$ cat config.mk
export PLATFORM = sky130hd
export DESIGN_NAME = uart_tx_scheduler
export DESIGN_NICKNAME = d
export VERILOG_FILES = /design/src/rtl/uart_sched_pkg.sv /design/src/rtl/uart_rr_arbiter.sv /design/src/rtl/uart_tx_scheduler.sv
export SDC_FILE = /design/constraint.sdc
export NUM_CORES = 1
export LEC_CHECK = 0
export BUFFER_PORTS_ARGS = -buffer_cell sky130_fd_sc_hd__buf_2
export CAP_MARGIN = 20
export CORE_MARGIN = 1
export CORE_UTILIZATION = 50
export DETAILED_ROUTE_END_ITERATION = 6
export PLACE_DENSITY = 0.79
export SLEW_MARGIN = 20
export SYNTH_ARGS = -nofsm -noshare
export SYNTH_HDL_FRONTEND = slang
export SYNTH_HIERARCHICAL = 1
export SYNTH_SLANG_ARGS = --single-unit
export TNS_END_PERCENT = 20
$ cat constraint.sdc
create_clock -name sample_Clk -period 7.75 [get_ports sample_Clk]
set_input_delay 0.775 -clock sample_Clk [delete_from_list [all_inputs] [get_ports sample_Clk]]
set_output_delay 0.775 -clock sample_Clk [all_outputs]
set_load 0.03 [all_outputs]
$ cat src/rtl/uart_sched_pkg.sv
// Shared types for the UART TX scheduler: drain/write FSM encodings and byte width.
package uart_sched_pkg;

  localparam int BYTE_W = 8;

  typedef enum logic [2:0] {
    D_IDLE      = 3'd0,
    D_START     = 3'd1,
    D_WAIT_BUSY = 3'd2,
    D_WAIT_DONE = 3'd3,
    D_GAP       = 3'd4
  } drain_state_t;

  typedef enum logic {
    W_IDLE  = 1'b0,
    W_WRITE = 1'b1
  } wr_state_t;

endpackage

$ cat src/rtl/uart_rr_arbiter.sv
// Combinational round-robin arbiter: request vector + pointer -> one-hot grant and index.
// UART_SCHED_FIXED_PRIO_EN: requester 0 always wins; the others rotate and only they advance the pointer.
module uart_rr_arbiter #(
  parameter int N_REQ    = 2,
  parameter int ID_WIDTH = 1
) (
  input  logic [N_REQ-1:0]    req,
  input  logic [ID_WIDTH-1:0] ptr,
  output logic [N_REQ-1:0]    grant,
  output logic [ID_WIDTH-1:0] grant_idx,
  output logic                advance
);

  logic [N_REQ-1:0] rr_req;

  always_comb begin
    rr_req    = req;
`ifdef UART_SCHED_FIXED_PRIO_EN
    rr_req[0] = 1'b0;
`endif
    grant     = '0;
    grant_idx = '0;
    advance   = 1'b0;
    // Search from the pointer upwards first, then wrap to the indices below it.
    for (int i = 0; i < N_REQ; i++) begin
      if (!advance && rr_req[i] && (i >= int'(ptr))) begin
        grant[i]  = 1'b1;
        grant_idx = ID_WIDTH'(i);
        advance   = 1'b1;
      end
    end
    for (int i = 0; i < N_REQ; i++) begin
      if (!advance && rr_req[i] && (i < int'(ptr))) begin
        grant[i]  = 1'b1;
        grant_idx = ID_WIDTH'(i);
        advance   = 1'b1;
      end
    end
`ifdef UART_SCHED_FIXED_PRIO_EN
    if (req[0]) begin
      grant     = N_REQ'(1);
      grant_idx = '0;
      advance   = 1'b0;
    end
`endif
  end

endmodule

$ cat src/rtl/uart_tx_scheduler.sv
// Shares the UART TX FIFO write port among N_REQ producers and paces FIFO drain into the transmitter.
// Build option UART_SCHED_FIXED_PRIO_EN (in uart_rr_arbiter) gives requester 0 fixed priority.
module uart_tx_scheduler
  import uart_sched_pkg::*;
#(
  parameter int          N_REQ        = 2,
  parameter int          ID_WIDTH     = 1,
  parameter logic [15:0] BUSY_TIMEOUT = 16'd1000,
  parameter logic [7:0]  GAP_CYCLES   = 8'd4
) (
  input  logic                    sample_Clk,
  input  logic                    reset,
  input  logic [N_REQ-1:0]        req_Valid,
  input  logic [N_REQ*BYTE_W-1:0] req_Data,
  output logic [N_REQ-1:0]        req_Ready,
  output logic                    wr_Sig,
  output logic [BYTE_W-1:0]       wr_Data,
  input  logic                    sig_Full,
  input  logic                    sig_Empty,
  output logic                    rd_Start,
  input  logic                    tx_Busy,
  output logic [ID_WIDTH-1:0]     grant_Id,
  output logic                    timeout_Err,
  output logic [2:0]              drain_State
);

  function automatic logic [15:0] sat_inc(input logic [15:0] v);
    return (&v) ? v : v + 16'd1;
  endfunction

  wr_state_t             wr_state_q, wr_state_d;
  drain_state_t          d_state_q, d_state_d;
  logic [ID_WIDTH-1:0]   rr_ptr_q;
  logic [N_REQ-1:0]      arb_grant;
  logic [ID_WIDTH-1:0]   arb_idx;
  logic                  arb_adv;
  logic                  accept;
  logic [BYTE_W-1:0]     sel_byte;
  logic [15:0]           cnt_q, cnt_d;
  logic                  set_err;

  uart_rr_arbiter #(
    .N_REQ    (N_REQ),
    .ID_WIDTH (ID_WIDTH)
  ) u_arb (
    .req       (req_Valid),
    .ptr       (rr_ptr_q),
    .grant     (arb_grant),
    .grant_idx (arb_idx),
    .advance   (arb_adv)
  );

  always_comb begin
    req_Ready = '0;
    if (!reset && (wr_state_q == W_IDLE) && !sig_Full) req_Ready = arb_grant;
  end

  assign accept = |req_Ready;

  always_comb begin
    sel_byte = '0;
    for (int i = 0; i < N_REQ; i++) begin
      if (arb_grant[i]) sel_byte = req_Data[i*BYTE_W +: BYTE_W];
    end
  end

  always_comb begin
    wr_state_d = wr_state_q;
    if (wr_state_q == W_IDLE) begin
      if (accept) wr_state_d = W_WRITE;
    end else begin
      wr_state_d = W_IDLE;
    end
  end

  always_ff @(posedge sample_Clk) begin
    if (reset) begin
      wr_state_q <= W_IDLE;
      rr_ptr_q   <= '0;
      wr_Data    <= '0;
      grant_Id   <= '0;
    end else begin
      wr_state_q <= wr_state_d;
      if (accept) begin
        wr_Data  <= sel_byte;
        grant_Id <= arb_idx;
        if (arb_adv)
          rr_ptr_q <= (arb_idx == ID_WIDTH'(N_REQ - 1)) ? '0 : arb_idx + ID_WIDTH'(1);
      end
    end
  end

  assign wr_Sig = (wr_state_q == W_WRITE);

  // A drain start is only allowed when no write strobe lands in the same cycle as rd_Start.
  always_comb begin
    d_state_d = d_state_q;
    cnt_d     = cnt_q;
    set_err   = 1'b0;
    case (d_state_q)
      D_IDLE: begin
        if (!sig_Empty && !tx_Busy && (wr_state_d != W_WRITE)) d_state_d = D_START;
      end
      D_START: begin
        cnt_d     = '0;
        d_state_d = D_WAIT_BUSY;
      end
      D_WAIT_BUSY: begin
        if (tx_Busy) begin
          d_state_d = D_WAIT_DONE;
        end else if (({1'b0, cnt_q} + 17'd1) >= {1'b0, BUSY_TIMEOUT}) begin
          set_err   = 1'b1;
          cnt_d     = '0;
          d_state_d = D_GAP;
        end else begin
          cnt_d = sat_inc(cnt_q);
        end
      end
      D_WAIT_DONE: begin
        if (!tx_Busy) begin
          cnt_d     = '0;
          d_state_d = D_GAP;
        end
      end
      D_GAP: begin
        if (({1'b0, cnt_q} + 17'd1) >= {9'd0, GAP_CYCLES}) d_state_d = D_IDLE;
        else cnt_d = sat_inc(cnt_q);
      end
      default: d_state_d = D_IDLE;
    endcase
  end

  always_ff @(posedge sample_Clk) begin
    if (reset) begin
      d_state_q   <= D_IDLE;
      cnt_q       <= '0;
      timeout_Err <= 1'b0;
    end else begin
      d_state_q <= d_state_d;
      cnt_q     <= cnt_d;
      if (set_err) timeout_Err <= 1'b1;
    end
  end

  assign rd_Start    = (d_state_q == D_START);
  assign drain_State = d_state_q;

endmodule

# Word-level counts from Yosys, hierarchy flattened
# Cells that the tools add are included.
dict set report classes {
  multipliers 0
  n_lt_le_gt_ge 4
  bitwise_logic 2
  reduce_logical 21
  mux 27
  n_addsub 3
  n_div 0
  eq_ne 10
  shifts 0
}
# cell count
set ops {}
lappend ops {{$mux W16} 5}
lappend ops {{$pmux W16 S4} 1}
lappend ops {{$add A16 B1 Y17 const B} 1}
lappend ops {{$ge A17 B10 Y1 const B} 1}
lappend ops {{$ge A17 B3 Y1 const B} 1}
lappend ops {{$add A16 B1 Y16 const B} 1}
lappend ops {{$mux W8} 2}
lappend ops {{$reduce_and A16 Y1} 1}
lappend ops {{$mux W3} 5}
lappend ops {{$pmux W3 S5} 1}
lappend ops {{$mux W1} 12}
lappend ops {{$ne A2 B2 Y1 const B} 5}
lappend ops {{$logic_and A1 B1 Y1} 8}
lappend ops {{$reduce_and A4 Y1} 2}
lappend ops {{$eq A3 B2 Y1 const B} 2}
lappend ops {{$logic_not A1 Y1} 6}
lappend ops {{$reduce_bool A4 Y1} 1}
lappend ops {{$eq A3 B1 Y1 const B} 1}
lappend ops {{$eq A3 B3 Y1 const B} 1}
lappend ops {{$logic_not A3 Y1} 1}
lappend ops {{$ne A3 B3 Y1 const B} 1}
lappend ops {{$mux W2} 1}
lappend ops {{$not A1 Y1} 2}
lappend ops {{$reduce_and A2 Y1} 1}
lappend ops {{4 further kinds} 4}
dict set report word_totals {
  mem_count 0
  ff_bits 31
  word_cells 74
  output_inout_bits 17
  ram_bits 0
  latch_bits 0
  rom_bits 0
  inputBits 23
}

# Depth between registers and ports, before layout
dict set report logic_depth {
  ltp_word 18
  depth_mapped 11
  mapped_depth_nobuf 9
}

# By module
# The synthesis kept the hierarchy.
# module seq_area_each_um2 cells_each instances area_each_um2
set modules_own_cells {}
lappend modules_own_cells {uart_tx_scheduler 620.6 228 1 1816.7}
lappend modules_own_cells {uart_rr_arbiter 0.0 5 1 32.5}

# Least setup slack after synthesis
# No wires, ideal clock.
dict set report synth_timing {
  path_kind {flip-flop to flip-flop}
  start {register cnt_q[0]}
  end {register cnt_q[0]}
  path_buffers 2
  synth_period_minus_slack_ns 2.464
  t_arrival_ns 2.393
  setup_time_ns 0.072
  stages_incl_launch_ff 12
  required_ns 7.678
  path_slack_ns 5.286
  cell_sequence {dfxtp_1 ha_1 buf_2 nand3_2 nor4_2 inv_1 o31ai_2 nor4_4 nor3_2 buf_2 nand2_1 o21ai_1}
}
dict set report synth_between {
  elab_chain_cells 5
  elab_cells_between_ends 12
  cone_classes {add/sub (2); order compare (2); eq/ne (1); mux (5); reduce/logical (2)}
}
# element line_no
set synth_lines {}
lappend synth_lines {{from (decl)} uart_tx_scheduler.sv:39} ;# logic [15:0] cnt_q, cnt_d;
lappend synth_lines {{from (signal assigned)} uart_tx_scheduler.sv:140} ;# cnt_q <= cnt_d;
lappend synth_lines {{$add A16 B1 Y17, or another cell as far along} {uart_tx_scheduler.sv:111, uart_tx_scheduler.sv:126}}
lappend synth_lines {{$ge A17 B10 Y1 or $mux W16 (tied branches)} {uart_tx_scheduler.sv:111, uart_tx_scheduler.sv:28}}
lappend synth_lines {{$mux W16} uart_tx_scheduler.sv:111} ;# end else if (({1'b0, cnt_q} + 17'd1) >= {1'b0, BUSY_TIMEOUT}) begin
lappend synth_lines {{$mux W16} uart_tx_scheduler.sv:109} ;# if (tx_Busy) begin
lappend synth_lines {{$pmux W16 S4} uart_tx_scheduler.sv:100} ;# case (d_state_q)
# Several ways; a longest one is shown, not always the timed one. The select of a mux whose other input is x is not followed.
# A chain may end at the register's enable or synchronous reset.

# Final worst setup path
dict set report layout_timing {
  start {register cnt_q[0]}
  end {register cnt_q[2]}
}
# Same word-level chain as after synthesis.

==> results.py <==
metrics = {
    "critical_path": {
        "critical_path_class": "register to register",
        "critPathCaptureType": "register",
        "cp_top_family": "simple AND/OR/NAND/NOR gates",
        "worstPathRequired_ps": 7960,
        "path_cells": "ha_1 -> nand3_2 -> nor4_2 -> inv_1 -> o31ai_2 -> nor4_4 -> nor3_2 -> a21oi_1 -> o22ai_1",
        "cp_num_buf_inv": 1,
        "worstSetupStartpointType": "register",
        "crit_path_top_delay_cell": "nor3_2",
        "cp.arrival_ps": 3520,
        "path_max_fanout": 15,
        "slowest_delay_ps": 740,
    },
    "synth": {
        "async_flop_share_pct": 0,
        "synth-edff-count": 0,
        "netlist-cell-type-count": 52,
        "syn_area_per_cell_sq_um": 7.94,
        "synth_flop_cell": "dfxtp_1",
        "yosysTopAreaCell": "dfxtp_1",
        "ys_ff_latch": 31,
        "syn-instance-count": 233,
        "yosysTopAreaCellShare_pct": 33.6,
        "ys_seq_area_share_pct": 33.6,
        "syn_nets": 258,
        "syn-cell-area_sq_mm": 0.00185,
        "yosys_warnings": 6,
        "synth_area_leaders": "dfxtp_1 34%, nor2_1 4.9%, a21oi_1 4.3%",
    },
    "sta": {
        "setup_slack_ps": 4440,
        "min_period_ps": 3310,
        "finalHoldViolCount": 0,
        "period_share_pct": 42.7,
        "maxSlewViolCount": 0,
        "worst_clock_skew_ps": 4.16,
        "grt_setup_unrepaired": "no",
        "fmax_ghz": 0.302,
        "setup_viol": 0,
        "setup_tns_ps": 0,
        "worstMarginPinSlew_ps": 949,
        "slew_headroom_pct": 36.4,
    },
    "floorplan": {
        "die_area_sq_mm": 0.00395,
        "core_area_sq_mm": 0.00344,
        "rows": 21,
        "initial_core_util_pct": 53.7,
        "die_x_um": 62.8,
        "ios": 40,
        "die_y_um": 62.8,
    },
    "cells_and_area": {
        "fill_cells": 319,
        "drive_gt1_share_pct": 21.9,
        "fin_nets": 289,
        "final_cells": 311,
        "fin_util_pct": 61.4,
        "antenna_cells": 0,
        "area.growth.synth_to_final_pct": 14.3,
    },
    "global_routing": {
        "grt_antenna_before_repair": 0,
        "grt_pass1_wl_um": 7670,
        "grt_max_degree": 20,
        "grt_pass1_vias": 1751,
        "grt_usage_pct": 24.6,
        "grt_overflow_total": 0,
    },
    "clocking": {
        "clockBufferDepth": 2,
        "postCtsSetupBuffers": 0,
        "cts_tree": "built",
        "insertion_delay_ps": 290,
        "htree_levels": 2,
        "post_cts_resized": 0,
        "clock_sinks": 31,
        "clk_pin_slew_ps": 70,
        "cts_made_buffers": 5,
        "root_buffer": "clkbuf_8",
        "hold_buffers": 0,
    },
    "min_path": {
        "hp-class": "register to register",
    },
    "placed_design": {
        "place_ws_ps": 4550,
        "dp.cells": 303,
        "globalplace.congestion": 0.888,
        "dp_hpwl_um": 3180,
        "portBuffers": 39,
    },
    "status": {
        "status": "completed",
    },
    "drt": {
        "wl_per_cell_um": 14.2,
        "antenna_left": 0,
        "drt_first_iter_violations": 184,
        "vias_per_cell": 5.92,
        "drc": 0,
        "dr_total_vias": 1841,
        "finalWirelength_um": 4410,
        "firstDrtPassIters": 6,
    },
    "power_and_ir_drop": {
        "power_density_mw_per_mm2": 205,
        "vdd_drop_max_v": 0.000119,
        "p_leak_nw": 0.838,
    },
    "flow_run": {
        "drv_cap": 0,
    },
}
==> area by class of cell <==
class / instances / area (sq um) / area share [%]
Multi-Input combinational cell: 174 / 1110 / 52.3
Inverter: 13 / 48.8 / 2.31
Tap cell: 46 / 57.6 / 2.72
Timing Repair Buffer: 39 / 195 / 9.24
Clock buffer: 6 / 72.6 / 3.43
Clock inverter: 2 / 12.5 / 0.592
Sequential cell: 31 / 621 / 29.4
==> layout by cell type, fill, tap and decap left out, drive strengths merged, types with 5 or more instances in the layout <==
cell type,synthesis,layout
nand4,6,6
a211oi,5,5
clkbuf,6,6
a21o,5,5
nor4,5,5
nor3,17,17
nor2,24,24
inv,13,13
o21ai,8,8
nand2,12,12
nand2b,5,5
dfxtp,31,31
buf,9,39
a221oi,7,7
and2,8,8
o22ai,5,5
a31oi,5,5
nand3,7,7
a21oi,16,16
==> power breakdown <==
part	switching (W)	total, W	internal, W
clock network	0.0000621	0.000125	0.0000626
registers	0.0000146	0.000183	0.000169
logic	0.0000815	0.000126	0.0000442
==> cells by family (layout without fill, tap and decap cells) <==
family                     count (synthesis)  in the layout  share of synthesized area (%)
AOI/OAI and AO/OA                         68             68                           26.0
xor gates and xnor gates                   5              5                           2.37
adders and majority gates                  2              2                           1.35
buffers and inverters                     28             60                           6.63
DFF                                       31             31                           33.6
muxes                                      1              1                          0.609
and+or+nand+nor                           98             98                           29.4
==> metrics by stage <==
step                hold slack [ps]  total power, W  cell area, sq um
finish                          450        0.000434              2110
global route                    491        0.000462              2110
CTS                             454        0.000438              2110
detailed placement              445        0.000312              2030
global placement                433        0.000310              2030
floorplan                       471        0.000282              1850
==> per-layer routing <==
metal / vias to the layer above / part of all wire, % / GRT usage (%)
li1: 922 / - / -
met1: 820 / 42 / 28.8
met2: 87 / 47 / 40.2
met3: 12 / 7.8 / 6.39
met4: 0 / 2.4 / 14.5
met5: - / 0 / 0
==> sequential cells by signal (all words and copies together), names as in the netlist <==
register and cells:
cnt_q 16, wr_Data 8, drain_State 3, grant_Id 1, rr_ptr_q 1, timeout_Err 1
wr_Sig 1
==> final timing paths <==
kind	from	to	slack, ps	depth (start not counted)
setup / recovery	cnt_q[0]	cnt_q[2]	4440	9
hold / removal	grant_Id	grant_Id	450	2
hold reg to reg	grant_Id	grant_Id	450	2
setup reg to reg	cnt_q[0]	cnt_q[2]	4440	9
==> worst register-to-register path, cell delays in order (launching register included) <==
cell     delay, ps
dfxtp_1        440
ha_1           350
nand3_2        230
nor4_2         670
inv_1          210
o31ai_2        180
nor4_4         140
nor3_2         740
a21oi_1         80
o22ai_1        190
==> Yosys cell counts (3+ instances only) <==
cell / number
dfxtp_1: 31
nor2_1: 24
a21oi_1: 16
nor3_1: 16
inv_1: 13
nand2_1: 12
and2_1: 8
buf_2: 8
a221oi_1: 7
clkbuf_1: 6
nand3_1: 6
a211oi_1: 5
a21o_1: 5
a31oi_1: 5
nand2b_1: 5
o21ai_0: 5
o22ai_1: 5
nand4_1: 4
or3_1: 4
xnor2_1: 4
a21boi_1: 3
nor4_1: 3
o21ai_1: 3
(Power assumes the default switching activity.)
